<file path="config.mk">
export PLATFORM = sky130hd
export DESIGN_NAME = reg_alu_datapath
export DESIGN_NICKNAME = d
export VERILOG_FILES = /design/src/rtl/reg_alu_datapath.sv
export SDC_FILE = /design/constraint.sdc
export NUM_CORES = 1
export LEC_CHECK = 0
export BUFFER_PORTS_ARGS = -buffer_cell sky130_fd_sc_hd__buf_2
export CORE_UTILIZATION = 65
export DETAILED_ROUTE_END_ITERATION = 6
export PLACE_DENSITY = 0.85
export SETUP_SLACK_MARGIN = 0.3
export SLEW_MARGIN = 15
export SYNTH_ARGS = -nofsm -noshare
export SYNTH_HDL_FRONTEND = slang
export SYNTH_SLANG_ARGS = --single-unit
</file>
<file path="constraint.sdc">
create_clock -name clock -period 14 [get_ports clock]
set_clock_uncertainty 0.1 [all_clocks]
set_input_delay 2.8 -clock clock [delete_from_list [all_inputs] [get_ports clock]]
set_output_delay 2.8 -clock clock [all_outputs]
set_load 0.05 [all_outputs]
</file>
<file path="src/rtl/reg_alu_datapath.sv">
// Purpose: 16-entry register file feeding a single-cycle ALU, with write-back, status flags and a sticky select error.
// Latency: operands to aluResult combinational; register, lastResult and flags update on the next rising edge.
// Backpressure: none; the sequencing FSM owns every cycle and the stage accepts whatever it is driven with.
//
// Ports:
//   clock       rising-edge clock for all state
//   Reset       asynchronous active-low reset
//   regControl  one-hot write enable, bit i writes register i
//   regACont    read select for busA
//   regBCont    read select for busB
//   AluOp       operation code
//   immediate   operand for ADDI / MOVI / LUI
//   busA, busB  current contents of the selected registers
//   aluResult   combinational ALU result
//   lastResult  value of the most recent committed write
//   flags       {C,L,F,Z,N} status register
//   errSticky   set on a multi-hot regControl, cleared only by Reset
module reg_alu_datapath #(
   parameter int WIDTH = 16,
   parameter int NREGS = 16
) (
   input  logic             clock,
   input  logic             Reset,
   input  logic [NREGS-1:0] regControl,
   input  logic [3:0]       regACont,
   input  logic [3:0]       regBCont,
   input  logic [7:0]       AluOp,
   input  logic [WIDTH-1:0] immediate,
   output logic [WIDTH-1:0] busA,
   output logic [WIDTH-1:0] busB,
   output logic [WIDTH-1:0] aluResult,
   output logic [WIDTH-1:0] lastResult,
   output logic [4:0]       flags,
   output logic             errSticky
);

   typedef enum logic [7:0] {
      OP_MOV  = 8'h00,
      OP_ADD  = 8'h01,
      OP_ADDI = 8'h02,
      OP_SUB  = 8'h03,
      OP_AND  = 8'h04,
      OP_OR   = 8'h05,
      OP_XOR  = 8'h06,
      OP_NOT  = 8'h07,
      OP_LSH  = 8'h08,
      OP_RSH  = 8'h09,
      OP_ASH  = 8'h0A,
      OP_CMP  = 8'h0B,
      OP_LUI  = 8'h0C,
      OP_MOVI = 8'h0D
   } alu_op_t;

   logic [WIDTH-1:0] regs [NREGS];

   // Low from reset until the first rising edge after release; that edge
   // only arms the stage, so nothing commits on it.
   logic             armed;

   logic [WIDTH-1:0] add_b;
   logic [WIDTH:0]   add_sum;
   logic [WIDTH:0]   sub_dif;
   logic [3:0]       shamt;
   logic [WIDTH-1:0] alu_raw;
   logic             op_valid;
   logic             op_writes;
   logic             flag_upd;
   logic [4:0]       flags_nxt;
   logic             multi_hot;
   logic             one_hot;
   logic             commit;

   assign busA = regs[regACont];
   assign busB = regs[regBCont];

   assign add_b   = (AluOp == OP_ADDI) ? immediate : busB;
   assign add_sum = {1'b0, busA} + {1'b0, add_b};
   // The extra top bit of the difference is the borrow, i.e. unsigned A < B.
   assign sub_dif = {1'b0, busA} - {1'b0, busB};
   assign shamt   = busB[3:0];

   // x & (x-1) clears the lowest set bit, so anything left means >= 2 bits set.
   assign multi_hot = |(regControl & (regControl - 1'b1));
   assign one_hot   = (|regControl) && !multi_hot;

   always_comb begin
      alu_raw   = '0;
      op_valid  = 1'b1;
      op_writes = 1'b1;
      flag_upd  = 1'b0;
      flags_nxt = flags;
      case (AluOp)
         OP_MOV:  alu_raw = busB;
         OP_ADD, OP_ADDI: begin
            alu_raw   = add_sum[WIDTH-1:0];
            flag_upd  = 1'b1;
            flags_nxt = {add_sum[WIDTH],
                         1'b0,
                         (busA[WIDTH-1] == add_b[WIDTH-1]) &&
                            (add_sum[WIDTH-1] != busA[WIDTH-1]),
                         (add_sum[WIDTH-1:0] == '0),
                         add_sum[WIDTH-1]};
         end
         OP_SUB, OP_CMP: begin
            alu_raw   = sub_dif[WIDTH-1:0];
            op_writes = (AluOp != OP_CMP);
            flag_upd  = 1'b1;
            flags_nxt = {sub_dif[WIDTH],
                         sub_dif[WIDTH],
                         (busA[WIDTH-1] != busB[WIDTH-1]) &&
                            (sub_dif[WIDTH-1] != busA[WIDTH-1]),
                         (sub_dif[WIDTH-1:0] == '0),
                         ($signed(busA) < $signed(busB))};
         end
         OP_AND:  alu_raw = busA & busB;
         OP_OR:   alu_raw = busA | busB;
         OP_XOR:  alu_raw = busA ^ busB;
         OP_NOT:  alu_raw = ~busA;
         OP_LSH:  alu_raw = busA << shamt;
         OP_RSH:  alu_raw = busA >> shamt;
         OP_ASH:  alu_raw = $unsigned($signed(busA) >>> shamt);
         OP_LUI:  alu_raw = {immediate[7:0], 8'h00};
         OP_MOVI: alu_raw = immediate;
         default: begin
            op_valid  = 1'b0;
            op_writes = 1'b0;
         end
      endcase
   end

   assign commit    = armed && one_hot && op_valid && op_writes;
   // Forced to zero while the stage is unarmed so every output reads 0
   // during reset and its release cycle.
   assign aluResult = armed ? alu_raw : '0;

   always_ff @(posedge clock or negedge Reset) begin
      if (!Reset) begin
         for (int i = 0; i < NREGS; i++) begin
            regs[i] <= '0;
         end
         armed      <= 1'b0;
         lastResult <= '0;
         flags      <= '0;
         errSticky  <= 1'b0;
      end else if (!armed) begin
         armed <= 1'b1;
      end else begin
         for (int i = 0; i < NREGS; i++) begin
            if (commit && regControl[i]) begin
               regs[i] <= alu_raw;
            end
         end
         if (commit) begin
            lastResult <= alu_raw;
         end
         if (flag_upd) begin
            flags <= flags_nxt;
         end
         if (multi_hot) begin
            errSticky <= 1'b1;
         end
      end
   end

endmodule

</file>
## Word-level counts from Yosys, hierarchy flattened

Cells that the tools add are included.

| operators by class | value |
|---|---|
| add/subtract/negate cells | 3 |
| multiply operators | 0 |
| divide/modulo/power cells | 0 |
| $lt $le $gt $ge | 3 |
| equal/unequal tests | 18 |
| shift operators | 3 |
| muxes and demuxes | 13 |
| bitwise operators | 7 |
| reduce and logical (&&, ||, !) cells | 53 |

Operators by type and width:

| operator | count |
|---|---|
| 16-bit case mux with 12 select lines | 1 |
| 16-bit binary-select mux with 4-bit select | 2 |
| 16-bit two-way mux | 6 |
| 8-bit by 4-bit equality test with 1-bit output (second input constant) | 6 |
| 2-bit AND reduction | 18 |
| 16-bit AND | 2 |
| 8-bit by 3-bit equality test with 1-bit output (second input constant) | 4 |
| 16-bit zero test | 2 |
| 16-bit OR reduction | 2 |
| 1-bit logical AND | 22 |
| 16-bit by 16-bit adder with 17-bit output | 1 |
| 16-bit by 16-bit subtractor with 17-bit output | 1 |
| 8-bit by 2-bit equality test with 1-bit output (second input constant) | 2 |
| 16-bit < comparator | 1 |
| 16-bit inverter | 1 |
| 16-bit OR | 1 |
| 16-bit by 4-bit left shift with 16-bit output | 1 |
| 16-bit by 4-bit >> shifter with 16-bit output | 1 |
| 16-bit by 4-bit >>> shifter with 16-bit output | 1 |
| 16-bit by 1-bit subtractor with 16-bit output (second input constant) | 1 |
| 16-bit bitwise XOR | 1 |
| 14-bit OR reduction | 1 |
| 12-bit OR reduction | 1 |
| 5-bit >= comparator (second input constant) | 2 |
| 14 further kinds | 19 |

| storage, ports and cells | value |
|---|---|
| register bits after elaboration | 279 |
| latch bits | 0 |
| memory bits (writable) | 0 |
| bits in read-only memories | 0 |
| input port bits | 50 |
| output and inout bits | 70 |
| word-level logic and storage cells | 120 |
| memories | 0 |

## Depth between registers and ports, before layout

| depth | value |
|---|---|
| depth in word-level cells | 10 |
| depth in mapped cells | 22 |
| depth with buffers taken out | 16 |

## Worst setup path before layout

Ideal clock, no wire load.

| timing | value |
|---|---|
| kind | in2out |
| from | in regBCont[1] |
| to | out aluResult[14] |
| arrival time | 7973 ps |
| data required time | 11100 ps |
| path slack | 3127 ps |
| cell stages on the path | 17 |
| path buffers | 5 |
| cells stage by stage | buf_2 buf_2 buf_2 buf_1 mux4_2 mux2i_1 a21oi_1 inv_1 ha_1 nor2b_1 a2111oi_0 a21oi_1 a221o_1 xnor2_1 a22oi_1 clkbuf_1 a21oi_1 |

| between the ends | value |
|---|---|
| longest elaborated chain between the ends | 8 |
| elaborated cells on any way between the ends | 15 |
| those cells by class | add/sub: 2; shift: 3; mux: 6; bitwise: 4 |

RTL lines:

| what | line | text |
|---|---|---|
| start, declared | 26 | `input logic [3:0] regBCont,` |
| 4-bit inverter with 5-bit output (implied by the code) * | 74 | `assign busB = regs[regBCont];` |
| 16-bit binary-select mux with 4-bit select * | 74 |  |
| 16-bit two-way mux (implied by the code) * (2 in series) | 74 |  |
| net busB[9] | 30 | `output logic [WIDTH-1:0] busB,` |
| 16-bit two-way mux | 76 | `assign add_b = (AluOp == OP_ADDI) ? immediate : busB;` |
| 16-bit by 16-bit adder with 17-bit output | 77 | `assign add_sum = {1'b0, busA} + {1'b0, add_b};` |
| 16-bit case mux with 12 select lines * | 92 | `case (AluOp)` |
| 16-bit two-way mux * | 134 | `assign aluResult = armed ? alu_raw : '0;` |
| end, declared | 31 | `output logic [WIDTH-1:0] aluResult,` |

The timed path passes the listed nets; every way through them passes the cells marked *. The select of a mux whose other input is x is not followed.

## Worst setup path in the final report

| timing | value |
|---|---|
| from | in regBCont[0] |
| to | out aluResult[15] |

| between the ends | value |
|---|---|
| longest elaborated chain between the ends | 8 |
| elaborated cells on any way between the ends | 15 |
| those cells by class | add/sub: 2; shift: 3; mux: 6; bitwise: 4 |

RTL lines:

| what | line |
|---|---|
| 4-bit inverter with 5-bit output (implied by the code) * | 74 |
| 16-bit binary-select mux with 4-bit select * | 74 |
| 16-bit two-way mux (implied by the code) * (2 in series) | 74 |
| 16-bit two-way mux | 76 |
| 16-bit by 16-bit adder with 17-bit output | 77 |
| 16-bit case mux with 12 select lines * | 92 |
| 16-bit two-way mux * | 134 |

Mark *: on every way between the ends. The rest lies on a longest branch, timed or not. The select of a mux whose other input is x is not followed.

==> impl_metrics.tcl <==
set metrics [dict create \
    nNetsFinal 2103 \
    yosys-top-cells-count "321 x nor2_1, 279 x dfrtp_1, 235 x a21oi_1" \
    drt.antenna.violating_nets 0 \
    vias 18070 \
    p_sw_frac 0.249 \
    placed_cell_area_um2 20000 \
    dieArea_um2 30300 \
    post-route-period-util 0.851 \
    cts_max_level 1 \
    endpoint_kind "output pin" \
    gp_congestion 1.04 \
    core.rowCount 62 \
    initial_core_util 0.665 \
    syn_avg_cell_area_um2 9.89 \
    worst_slew_pin_slew_ps 1320 \
    grt_pass1_wl_mm 111 \
    violations "DRC" \
    synth_cell_type_count 88 \
    min_period_ps 11910 \
    yosys_warnings 0 \
    areaGrowthSynthToFinish_pct 8.24 \
    setup_slack_ps 2090 \
    avgViaCountPerCell 7.57 \
    maxCapViolCount 0 \
    avgRoutedWirePerCell_um 30.7 \
    r2r_end "regs[87]$_DFFE_PN0P_" \
    drc_errors 33 \
    drtIter0Drc 2454 \
    dp_cells 2341 \
    worstPathRequired_ps 11100 \
    fmax_mhz 84.0 \
    grt_pass1_vias 18325 \
    hpwl_mm 48.7 \
    synth_top_area_share 0.363 \
    slew_viol_final 0 \
    post_cts_buffers 0 \
    layout-drive-gt1-share 0.210 \
    root_buffer "clkbuf_16" \
    fin_area_um2 20800 \
    dp_slack_ps 2320 \
    cp_max_fo 51 \
    worst_slew_margin_rel 0.118 \
    power_uw 1690 \
    p_int_uw 1270 \
    clock-sinks 279 \
    n_fill_cell 1962 \
    synth.cell_area_um2 19200 \
    synth_cells 1946 \
    die_w_um 174 \
    die_y_um 174 \
    synth_ff_type "dfrtp_1" \
    ios 120 \
    async_flop_share 1.00 \
    worst_r2r_path_depth 16 \
    p_switching_uw 420 \
    rr_startpoint "regs[34]$_DFFE_PN0P_" \
    p_per_area_nw_per_um2 81.0 \
    yosys.area.top_type "dfrtp_1" \
    grt-ovfl-total 0 \
    hold_viol 0 \
    grt_setup_unrepaired "no" \
    setup_viol 0 \
    port-buffer-count 119 \
    holdCritPathClass "reg2reg" \
    synth_area_leaders "dfrtp_1 36%, mux4_2 15%, nor2_1 6.3%" \
    arrival_ps 9010 \
    cp-endpoint "aluResult[15]" \
    coreArea_um2 28900 \
    hp-start "errSticky$_DFFE_PN0P_" \
    ctsHoldBuffers 0 \
    cts_buffers 27 \
    clk_latency_ps 550 \
    reg2reg_slack_ps 7580 \
    power_frac_seq 0.478 \
    clk_pin_slew_ps 60 \
    cts.path.max_buffers 3 \
    ys_seq_area_frac 0.363 \
    start_kind "primary input" \
    status "finished, violations left" \
    criticalPathCategory "in2out" \
    grt_start_max_net_pins 138 \
    synth_most_common_cell "nor2_1" \
    power_frac_comb 0.082 \
    ctsResizeCount 0 \
    routed_wl_mm 73.2 \
    cts_tree "yes" \
    p_leak_uw 0.00944 \
    crit_start "regBCont[0]" \
    vdd_drop_max_v 0.000111 \
    grt_usage 0.487 \
    synth-edff-count 0 \
    grt_antenna_before_repair 2 \
    ys_ff_latch 279 \
    finalNonFillerCells 2388 \
    final.setup.tns_ps 0 \
    drt-pass1-iter-count 7 \
    synth_nets 2063 \
    power.share.clock 0.440 \
]
## stage by stage
step                hold WS [ps]  utilization
finish                       354        0.720
CTS                          356        0.720
global route                 372        0.720
floorplan                    358            -
detailed placement           341        0.690
global placement             333        0.690
## registers in the layout, summed over array words and instances (netlist names)
name and flops:
regs 256, lastResult 16, flags 5, armed 1, errSticky 1
## final cells by class
cell class	instances	area [um2]	share of cell area
antenna	1	2.50	0.000120
clock buffer	37	773	0.0371
clock inverter	9	106	0.00510
inverter	51	191	0.00919
multi-input combinational	1452	11300	0.541
sequential	279	6980	0.335
tap	384	480	0.0231
timing repair buffer	175	1030	0.0495
## per-layer routing
| layer | vias up | global-route usage | share of wire |
|---|---|---|---|
| met2 | 1649 | 0.771 | 0.46 |
| met4 | 2 | 0.346 | 0.084 |
| met5 | - | 0 | 0.00018 |
| met3 | 515 | 0.135 | 0.13 |
| met1 | 8648 | 0.578 | 0.33 |
| li1 | 7256 | - | - |
## critical path: stages
cell and delay, ps:
buf_4 200, buf_4 780, mux4_2 600, a22oi_1 240, and3_1 700, clkinv_1 200
mux2_2 330, ha_1 290, a211oi_1 350, o21ai_0 330, a21oi_1 330, o22ai_1 160
o22ai_1 280, xnor2_1 130, nand2_1 70, and3_1 810, nor2_1 90, buf_2 250
## layout by cell type, fill, tap and decap left out, types with 11 or more instances in the layout
master and instances:
o21ai_0 78, mux4_2 127, clkbuf_16 27, mux2_2 26, ha_1 65, nand3_1 30, a22o_1 15, buf_4 58
dfrtp_1 279, nand2b_1 13, xnor2_1 24, inv_1 48, a221oi_2 13, a211oi_1 15, nor2_1 320, a221oi_1 19
a21oi_1 235, a31oi_1 40, and2_1 18, buf_2 116, nand2_1 119, a22oi_1 12, nor4_1 12, nor2b_1 11
mux2i_1 54, nor3_1 19
## power groups by stage
stage                     Combinational (uW)  Clock, uW  Sequential, uW
final                                    138        743             807
after global routing                     145        766             807
after floorplan                         80.2          0             823
after CTS                                134        736             807
after global placement                   132          0             822
after detailed placement                 133          0             822
## how the worst min path moves through the flow
stage / to / slack [ps] / depth (start not counted)
global route: errSticky$_DFFE_PN0P_ / 370 / 1
CTS: errSticky$_DFFE_PN0P_ / 360 / 1
finish: errSticky$_DFFE_PN0P_ / 350 / 1
global placement: errSticky$_DFFE_PN0P_ / 330 / 1
floorplan: regs[130]$_DFFE_PN0P_ / 360 / 2
detailed placement: errSticky$_DFFE_PN0P_ / 340 / 1
## cells by family (layout without fill, tap and decap cells)
family,count (synthesis),count (layout),synth area share
compound gates,537,537,0.183
xor+xnor,30,30,0.0137
fa+ha+maj,71,71,0.0464
buf+inv,215,272,0.0535
flops,279,279,0.363
mux,217,217,0.205
other cells,1,2,0.000195
simple gates,596,596,0.136
Note: power is estimated with default switching activity, not from simulation.
